**src/rtl/bin_bcd_seq.sv**
```systemverilog
// Sequential binary-to-BCD converter using shift-and-add-3, one input bit per clock.
// Accepts one word per in_valid/in_ready handshake and holds the packed BCD result until out_ready.
module bin_bcd_seq #(
  parameter int unsigned WIDTH  = 8,
  parameter int unsigned DIGITS = 3
) (
  input  logic                  clk,
  input  logic                  rst_n,
  input  logic                  in_valid,
  output logic                  in_ready,
  input  logic [WIDTH-1:0]      bin,
  output logic                  out_valid,
  input  logic                  out_ready,
  output logic [4*DIGITS-1:0]   bcd,
  output logic                  busy
);

  localparam int unsigned BW = 4 * DIGITS;
  localparam int unsigned CW = $clog2(WIDTH + 1);

  typedef enum logic [1:0] {
    S_IDLE  = 2'd0,
    S_SHIFT = 2'd1,
    S_DONE  = 2'd2
  } state_t;

  state_t            r_state;
  state_t            w_state_nxt;
  logic [WIDTH-1:0]  r_sh;
  logic [WIDTH-1:0]  w_sh_nxt;
  logic [BW-1:0]     r_acc;
  logic [BW-1:0]     w_acc_nxt;
  logic [BW-1:0]     w_adj;
  logic [BW-1:0]     w_acc_shl;
  logic [CW-1:0]     r_cnt;
  logic [CW-1:0]     w_cnt_nxt;
  logic [BW-1:0]     r_res;
  logic [BW-1:0]     w_res_nxt;
  logic              r_in_ready;
  logic              r_out_valid;
  logic              r_busy;

  // Add-3 correction on every accumulator nibble that is 5 or more
  always_comb begin
    w_adj = r_acc;
    for (int d = 0; d < int'(DIGITS); d++) begin
      if (r_acc[4*d +: 4] >= 4'd5) begin
        w_adj[4*d +: 4] = r_acc[4*d +: 4] + 4'd3;
      end
    end
    w_acc_shl = {w_adj[BW-2:0], r_sh[WIDTH-1]};
  end

  // Next-state and working-register update
  always_comb begin
    w_state_nxt = r_state;
    w_sh_nxt    = r_sh;
    w_acc_nxt   = r_acc;
    w_cnt_nxt   = r_cnt;
    w_res_nxt   = r_res;
    unique case (r_state)
      S_IDLE: begin
        if (in_valid) begin
          w_sh_nxt    = bin;
          w_acc_nxt   = '0;
          w_cnt_nxt   = CW'(WIDTH);
          w_state_nxt = S_SHIFT;
        end
      end
      S_SHIFT: begin
        w_sh_nxt  = {r_sh[WIDTH-2:0], 1'b0};
        w_acc_nxt = w_acc_shl;
        w_cnt_nxt = r_cnt - CW'(1);
        if (r_cnt == CW'(1)) begin
          w_res_nxt   = w_acc_shl;
          w_state_nxt = S_DONE;
        end
      end
      S_DONE: begin
        if (out_ready) begin
          w_state_nxt = S_IDLE;
        end
      end
      default: begin
        w_state_nxt = S_IDLE;
      end
    endcase
  end

  // Status flags are registered from the next state so outputs come straight off flops
  always_ff @(posedge clk or negedge rst_n) begin
    if (!rst_n) begin
      r_state     <= S_IDLE;
      r_sh        <= '0;
      r_acc       <= '0;
      r_cnt       <= '0;
      r_res       <= '0;
      r_in_ready  <= 1'b1;
      r_out_valid <= 1'b0;
      r_busy      <= 1'b0;
    end else begin
      r_state     <= w_state_nxt;
      r_sh        <= w_sh_nxt;
      r_acc       <= w_acc_nxt;
      r_cnt       <= w_cnt_nxt;
      r_res       <= w_res_nxt;
      r_in_ready  <= (w_state_nxt == S_IDLE);
      r_out_valid <= (w_state_nxt == S_DONE);
      r_busy      <= (w_state_nxt == S_SHIFT);
    end
  end

  assign in_ready  = r_in_ready;
  assign out_valid = r_out_valid;
  assign busy      = r_busy;
  assign bcd       = r_res;

endmodule

```
**config.mk**
```make
export PLATFORM = sky130hd
export DESIGN_NAME = bin_bcd_seq
export DESIGN_NICKNAME = d
export VERILOG_FILES = /design/src/rtl/bin_bcd_seq.sv
export SDC_FILE = /design/constraint.sdc
export NUM_CORES = 1
export LEC_CHECK = 0
export BUFFER_PORTS_ARGS = -buffer_cell sky130_fd_sc_hd__buf_4
export CAP_MARGIN = 5
export CORE_ASPECT_RATIO = 1.75
export CORE_MARGIN = 1.5
export CORE_UTILIZATION = 60
export CTS_CLUSTER_DIAMETER = 50
export CTS_CLUSTER_SIZE = 8
export DETAILED_ROUTE_END_ITERATION = 16
export PLACE_DENSITY = 0.92
export SYNTH_ARGS = -nofsm -noshare
export SYNTH_HDL_FRONTEND = slang
export SYNTH_SLANG_ARGS = --single-unit
```
**constraint.sdc**
```tcl
create_clock -name clk -period 3.2 [get_ports clk]
set_input_delay 0.16 -clock clk [delete_from_list [all_inputs] [get_ports clk]]
set_output_delay 0.16 -clock clk [all_outputs]
set_load 0.1 [all_outputs]
```
==> flow_summary.toml, run 1 <==
[critical_path]
critPathKind = "register to register"
arrival_ns = 1.96
cp.required_ns = 3.38
crit_fanout = 20
rr_worst_depth = 3
worst_setup_path_start_kind = "register"
crit_path_end_kind = "register"

[global_routing]
overflow = 0
grt_antenna_before_repair = 0
grt_start_max_net_pins = 42
track_usage_pct = 22.65
grt_pass1_vias = 1342
grt_first_pass_wirelength_mm = 5.934

[place]
dpl_worst_slack_ns = 1.413
io_buffers = 26
place.gp.congestion = 0.8066
post-dp-hpwl_mm = 2.532

[clocking]
cts_inserted_buffers = 5
clk_path_buf_depth = 2
root_buffer = "clkbuf_8"
insertion_delay_ns = 0.30
ctsHtreeMaxLevel = 2
cts_hold_buf = 1
ctsResizeCount = 0
cts_tree = "built"
post-cts-setup-buffers = 0
clock_sinks = 41
clkTransAtPathRegs_ns = 0.07

[routing]
routed-via-count = 1401
wirelength_mm = 3.601
drt_iter0_markers = 28
drc = 0
via_per_inst = 5.560
avgRoutedWirePerCell_um = 14.29
first_pass_iters = 4
ant_nets = 0

[sta]
worst_pin_slew_ns = 1.045
timing.final.ws_setup_ns = 1.425
slew-limit-headroom_pct = 30.27
rsz0062_at_grt = "false"
fin_crit_sh_pct = 55.48
tns_ns = 0
hold_viol_final = 0
setup_viol = 0
fin_skew_ns = 0.006399
fmax_mhz = 563.3
finalMaxSlewViolations = 0
min_period_ns = 1.775

[floorplanning]
rows = 27
initial_core_util_pct = 62.92
ioPinCount = 27
die_w_um = 46.39
die_h_um = 78.94
core_sq_um = 3142
die_area_sq_um = 3662

[yosys]
synthesis.area_sq_um = 1977
yosysTopAreaCellShare_pct = 50.63
synth_seq_cells = 41
synth_cell_types = 27
yosys.area.top_type = "dfrtp_1"
syn_inst = 183
yosysWarnings = 0
synth_fp_nets = 203
seq_area_frac_synth_pct = 51.96
syn_area_per_cell_sq_um = 10.80
synth_area_leaders = "dfrtp_1 51%, o21ai_0 6.3%, ha_1 5.1%, mux2i_1 4.6%, mux2_4 4.6%"

[min_path]
whs_path_depth = 3
hold_path.class = "primary input to register"

[cells_and_area]
multi_input_area_sq_um = 859.6
num_antenna_cells = 0
nets = 228
syn_to_final_growth_pct = 14.11
final-seq-area_sq_um = 1027
drive_above_1_share_pct = 20.57
fillers = 245

[run]
max_cap_violations = 0

[run_status]
status = "finished, final reports clean"
[through the flow]
| stage | hold slack, ns | std cells | area [sq um] | util [%] |
|---|---|---|---|---|
| after floorplan | -0.1356 | 183 | 1977 | - |
| after global placement | 0.1589 | 243 | 2166 | 68.94 |
| after detailed placement | 0.1604 | 243 | 2166 | 68.94 |
| after CTS | 0.1488 | 252 | 2256 | 71.80 |
| after global routing | 0.1650 | 252 | 2256 | 71.80 |
| final | 0.1527 | 252 | 2256 | 71.80 |
[metal layers]
layer | vias to the layer above | part of all wire [%] | GRT usage (%)
li1 | 681 | - | -
met1 | 677 | 41 | 25.15
met2 | 38 | 54 | 38.89
met3 | 5 | 3.2 | 6.136
met4 | 0 | 1.6 | 8.857
met5 | - | 0 | 0
[cells in the mapped netlist (all sizes together)]
master	count
a21oi	13
nand2	25
nor3b	6
o21bai	1
dfstp	1
nor2	2
dfrtp	40
mux2	7
nand2b	4
nor2b	5
ha	8
mux2i	9
xnor2	3
buf	9
a22o	7
o21ai	25
a22oi	1
nand3b	1
inv	8
nand3	3
nor3	4
and2	1
[worst max-delay path: stages, from the launching register on]
cell and delay [ns]:
dfrtp_1 0.52, nor2b_4 0.50, nand2_4 0.27, mux2_4 0.36
[cell families after synthesis]
| family | Yosys count | share of synthesized area [%] |
|---|---|---|
| mux | 16 | 9.684 |
| compound gates | 47 | 13.48 |
| simple gates | 51 | 13.73 |
| xor+xnor | 3 | 1.329 |
| flops | 41 | 51.96 |
| fa+ha+maj | 8 | 5.063 |
| buf+inv | 17 | 4.747 |
[sequential cells by signal (all words and copies together) (netlist names)]
signal / cells
out_valid: 1
r_acc: 12
busy: 1
in_ready: 1
r_state: 2
bcd: 12
r_sh: 8
r_cnt: 4
[final timing paths]
path	startpoint	end	slack, ns
setup / recovery	r_state[0]	bcd[0]	1.42
hold / removal	bin[6]	r_sh[6]	0.15
setup reg to reg	r_state[0]	bcd[0]	1.42
hold reg to reg	bcd[11]	bcd[11]	0.49
max in group asynchronous	rst_n	in_ready	2.45
min in group asynchronous	rst_n	bcd[7]	0.37
[cells in the final DEF (no fill, tap or decap), drive strengths merged, types with 7 or more instances in the layout]
cell and count:
ha 8, a21oi 13, dfrtp 40, nand2 25, clkbuf 8, inv 8, a22o 7, mux2 7
mux2i 9, o21ai 25, buf 26
[area by class of cell]
class	instances	area share, %
tap	43	2.385
multi-input combinational	125	38.10
sequential	41	45.54
timing repair buffer	27	9.096
clock buffer	8	3.550
inverter	8	1.331
Power of run 1 is not shown: default switching activity piles up to over one toggle a cycle in this logic, so the estimate is an artifact.
==> inputs of run 2 (changes only) <==
--- a/config.mk
+++ b/config.mk
@@ -5,15 +5,16 @@
 export SDC_FILE = /design/constraint.sdc
 export NUM_CORES = 1
 export LEC_CHECK = 0
+export ABC_AREA = 1
 export BUFFER_PORTS_ARGS = -buffer_cell sky130_fd_sc_hd__buf_4
 export CAP_MARGIN = 5
 export CORE_ASPECT_RATIO = 1.75
 export CORE_MARGIN = 1.5
-export CORE_UTILIZATION = 60
+export CORE_UTILIZATION = 51
 export CTS_CLUSTER_DIAMETER = 50
 export CTS_CLUSTER_SIZE = 8
 export DETAILED_ROUTE_END_ITERATION = 16
-export PLACE_DENSITY = 0.92
+export PLACE_DENSITY = 0.84
 export SYNTH_ARGS = -nofsm -noshare
 export SYNTH_HDL_FRONTEND = slang
 export SYNTH_SLANG_ARGS = --single-unit
==> constraint.sdc (replaced) <==
create_clock -name clk -period 1.45 [get_ports clk]
set_input_delay 0.0725 -clock clk [delete_from_list [all_inputs] [get_ports clk]]
set_output_delay 0.0725 -clock clk [all_outputs]
set_load 0.1 [all_outputs]
==> flow_summary.toml, run 2 <==
[run_status]
status = "finished, final reports clean"

[yosys]
synth_area_leaders = "dfrtp_1 51%, nand2_1 15%, nand3_1 5.9%, ha_1 5.1%, inv_1 3.6%"
seq_area_frac_synth_pct = 52.29
yosys.area.top_type = "dfrtp_1"
synth_fp_nets = 252
synth_cell_types = 22
syn_area_per_cell_sq_um = 8.467
synth_seq_cells = 41
synthesis.area_sq_um = 1964
synth_enable_flop_cells = 0
syn_inst = 232
yosysMostFrequentCell = "nand2_1"
synth_commonest_cells = "79 x nand2_1, 40 x dfrtp_1, 23 x nand3_1, 19 x inv_1"
synth_flop_cell = "dfrtp_1"
synthArstFlopShare_pct = 100.0
yosysTopAreaCellShare_pct = 50.96
yosysWarnings = 0

[sta]
setup_viol = 0
slew-limit-headroom_pct = 62.44
finalMaxSlewViolations = 0
fmax_mhz = 744.6
min_period_ns = 1.343
hold_viol_final = 0
fin_skew_ns = 0.007711
worst_pin_slew_ns = 0.5586
fin_crit_sh_pct = 92.62

[routing]
drt_iter0_markers = 31
ant_nets = 0
first_pass_iters = 5
routed-via-count = 1653
avgRoutedWirePerCell_um = 13.24
via_per_inst = 5.248
wirelength_mm = 4.172
drc = 0

[critical_path]
max_stage_delay_ns = 0.41
arrival_ns = 1.54
cp.required_ns = 1.65
r2r_slack_ns = 0.11
critPathKind = "register to register"
cp_cell_sequence = "inv_1 > ha_1 > inv_1 > nand2_1 > nand3_2 > nand2_1 > nand3_1 > nand2_1"
slowest_stage = "dfrtp_1"
path_common_cell = "nand2_1"
worst_setup_path_start_kind = "register"
crit_path_end_kind = "register"
crit_fanout = 5

[min_path]
hold_path.class = "primary input to register"

[cells_and_area]
final_cell_mix = "79 x nand2_1, 40 x dfrtp_1, 32 x buf_4, 21 x nand3_1, 19 x inv_1"
nets = 288
drive_above_1_share_pct = 19.33
fillers = 317
num_antenna_cells = 0
syn_to_final_growth_pct = 21.27
final_common_cell = "nand2_1"
design_area_sq_um = 2382

[global_routing]
grt_antenna_before_repair = 0
overflow = 0
grt_start_max_net_pins = 42
track_usage_pct = 21.75
grt_first_pass_wirelength_mm = 6.886
grt_pass1_vias = 1624

[place]
io_buffers = 26
place.gp.congestion = 0.8840
placed_cell_area_sq_um = 2218
post-dp-hpwl_mm = 2.846

[run]
max_cap_violations = 0

[floorplanning]
rows = 29
die_area_sq_um = 4248
core_sq_um = 3665
ioPinCount = 27
die_h_um = 85.10
initial_core_util_pct = 53.60
die_w_um = 49.92

[clocking]
cts_inserted_buffers = 5
clkTransAtPathRegs_ns = 0.08
clk_path_buf_depth = 2
post-cts-setup-buffers = 0
ctsHtreeMaxLevel = 2
insertion_delay_ns = 0.31
root_buffer = "clkbuf_8"
cts_tree = "built"
clock_sinks = 41
run 2: cell types whose count changed after synthesis, sizes merged, moves of 6 or more:
cell   delta
inv      +14
a21oi     -8
mux2i     -9
nand4     +6
a22o      -7
nand2    +57
nor2     +11
mux2      -7
nand3    +21
o21ai     -9
nor3b     -6
run 2: path summary, 6_finish.rpt:
check	startpoint	to	cells after the start
max	r_acc[4]	bcd[5]	8
min	bin[6]	r_sh[6]	3
max reg2reg	r_acc[4]	bcd[5]	8
min reg2reg	bcd[8]	bcd[8]	2
max in group asynchronous	rst_n	in_ready	2
min in group asynchronous	rst_n	busy	2
run 2: repair_timing:
item / in CTS / in global routing
endpoints found under the hold margin: 42 / 0
hold buffers: 3 / 0
setup endpoints to repair: 0 / 13
gates resized for setup: 0 / 6
run 2: critical path, delay by kind of cell (launching register included):
kind                       cells  cell delay, ns
and+or+nand+nor                5            0.46
buffers and inverters          2            0.16
adders and majority gates      1            0.20
DFF                            1            0.41
run 2: cells by family (layout without fill, tap and decap cells):
kind of cell	after synthesis	after routing	synth area share, %
AND/OR/NAND/NOR	125	125	27.58
flip-flops	41	41	52.29
AO/OA/AOI/OAI	30	30	8.599
buffers and inverters	28	65	6.433
adder cells (fa/ha/maj)	8	8	5.096
run 2: per-layer routing:
metal	global-route usage, %	vias to the layer above	share of wire, %
met5	0	-	0
met4	12.12	0	3.0
met3	6.162	13	4.3
met2	37.45	53	54
met1	23.40	759	39
li1	-	828	-
run 2: cell type report:
type / count / area, sq um / area share (%)
Multi-Input combinational cell: 163 / 824.5 / 34.61
Tap cell: 46 / 57.56 / 2.416
Timing Repair Buffer: 35 / 270.3 / 11.34
Sequential cell: 41 / 1027 / 43.12
Clock buffer: 6 / 82.58 / 3.466
Clock inverter: 2 / 37.54 / 1.576
Inverter: 22 / 82.58 / 3.466
run 2: per-stage QoR:
| step | setup TNS (ns) | cells | hold slack, ns | util [%] | setup WS (ns) |
|---|---|---|---|---|---|
| 2_1_floorplan | 0 | 232 | -0.2231 | - | 0.2692 |
| 3_3_place_gp | 0 | 304 | 0.07442 | 60.53 | 0.1383 |
| 3_5_place_dp | 0 | 304 | 0.07773 | 60.53 | 0.09398 |
| 4_1_cts | 0 | 315 | 0.001272 | 64.63 | 0.07229 |
| 5_1_grt | -0.009622 | 315 | 0.004422 | 65.01 | -0.007340 |
| 6_report | 0 | 315 | 0.001381 | 65.01 | 0.1070 |
Power of run 2 is left out for the same reason.
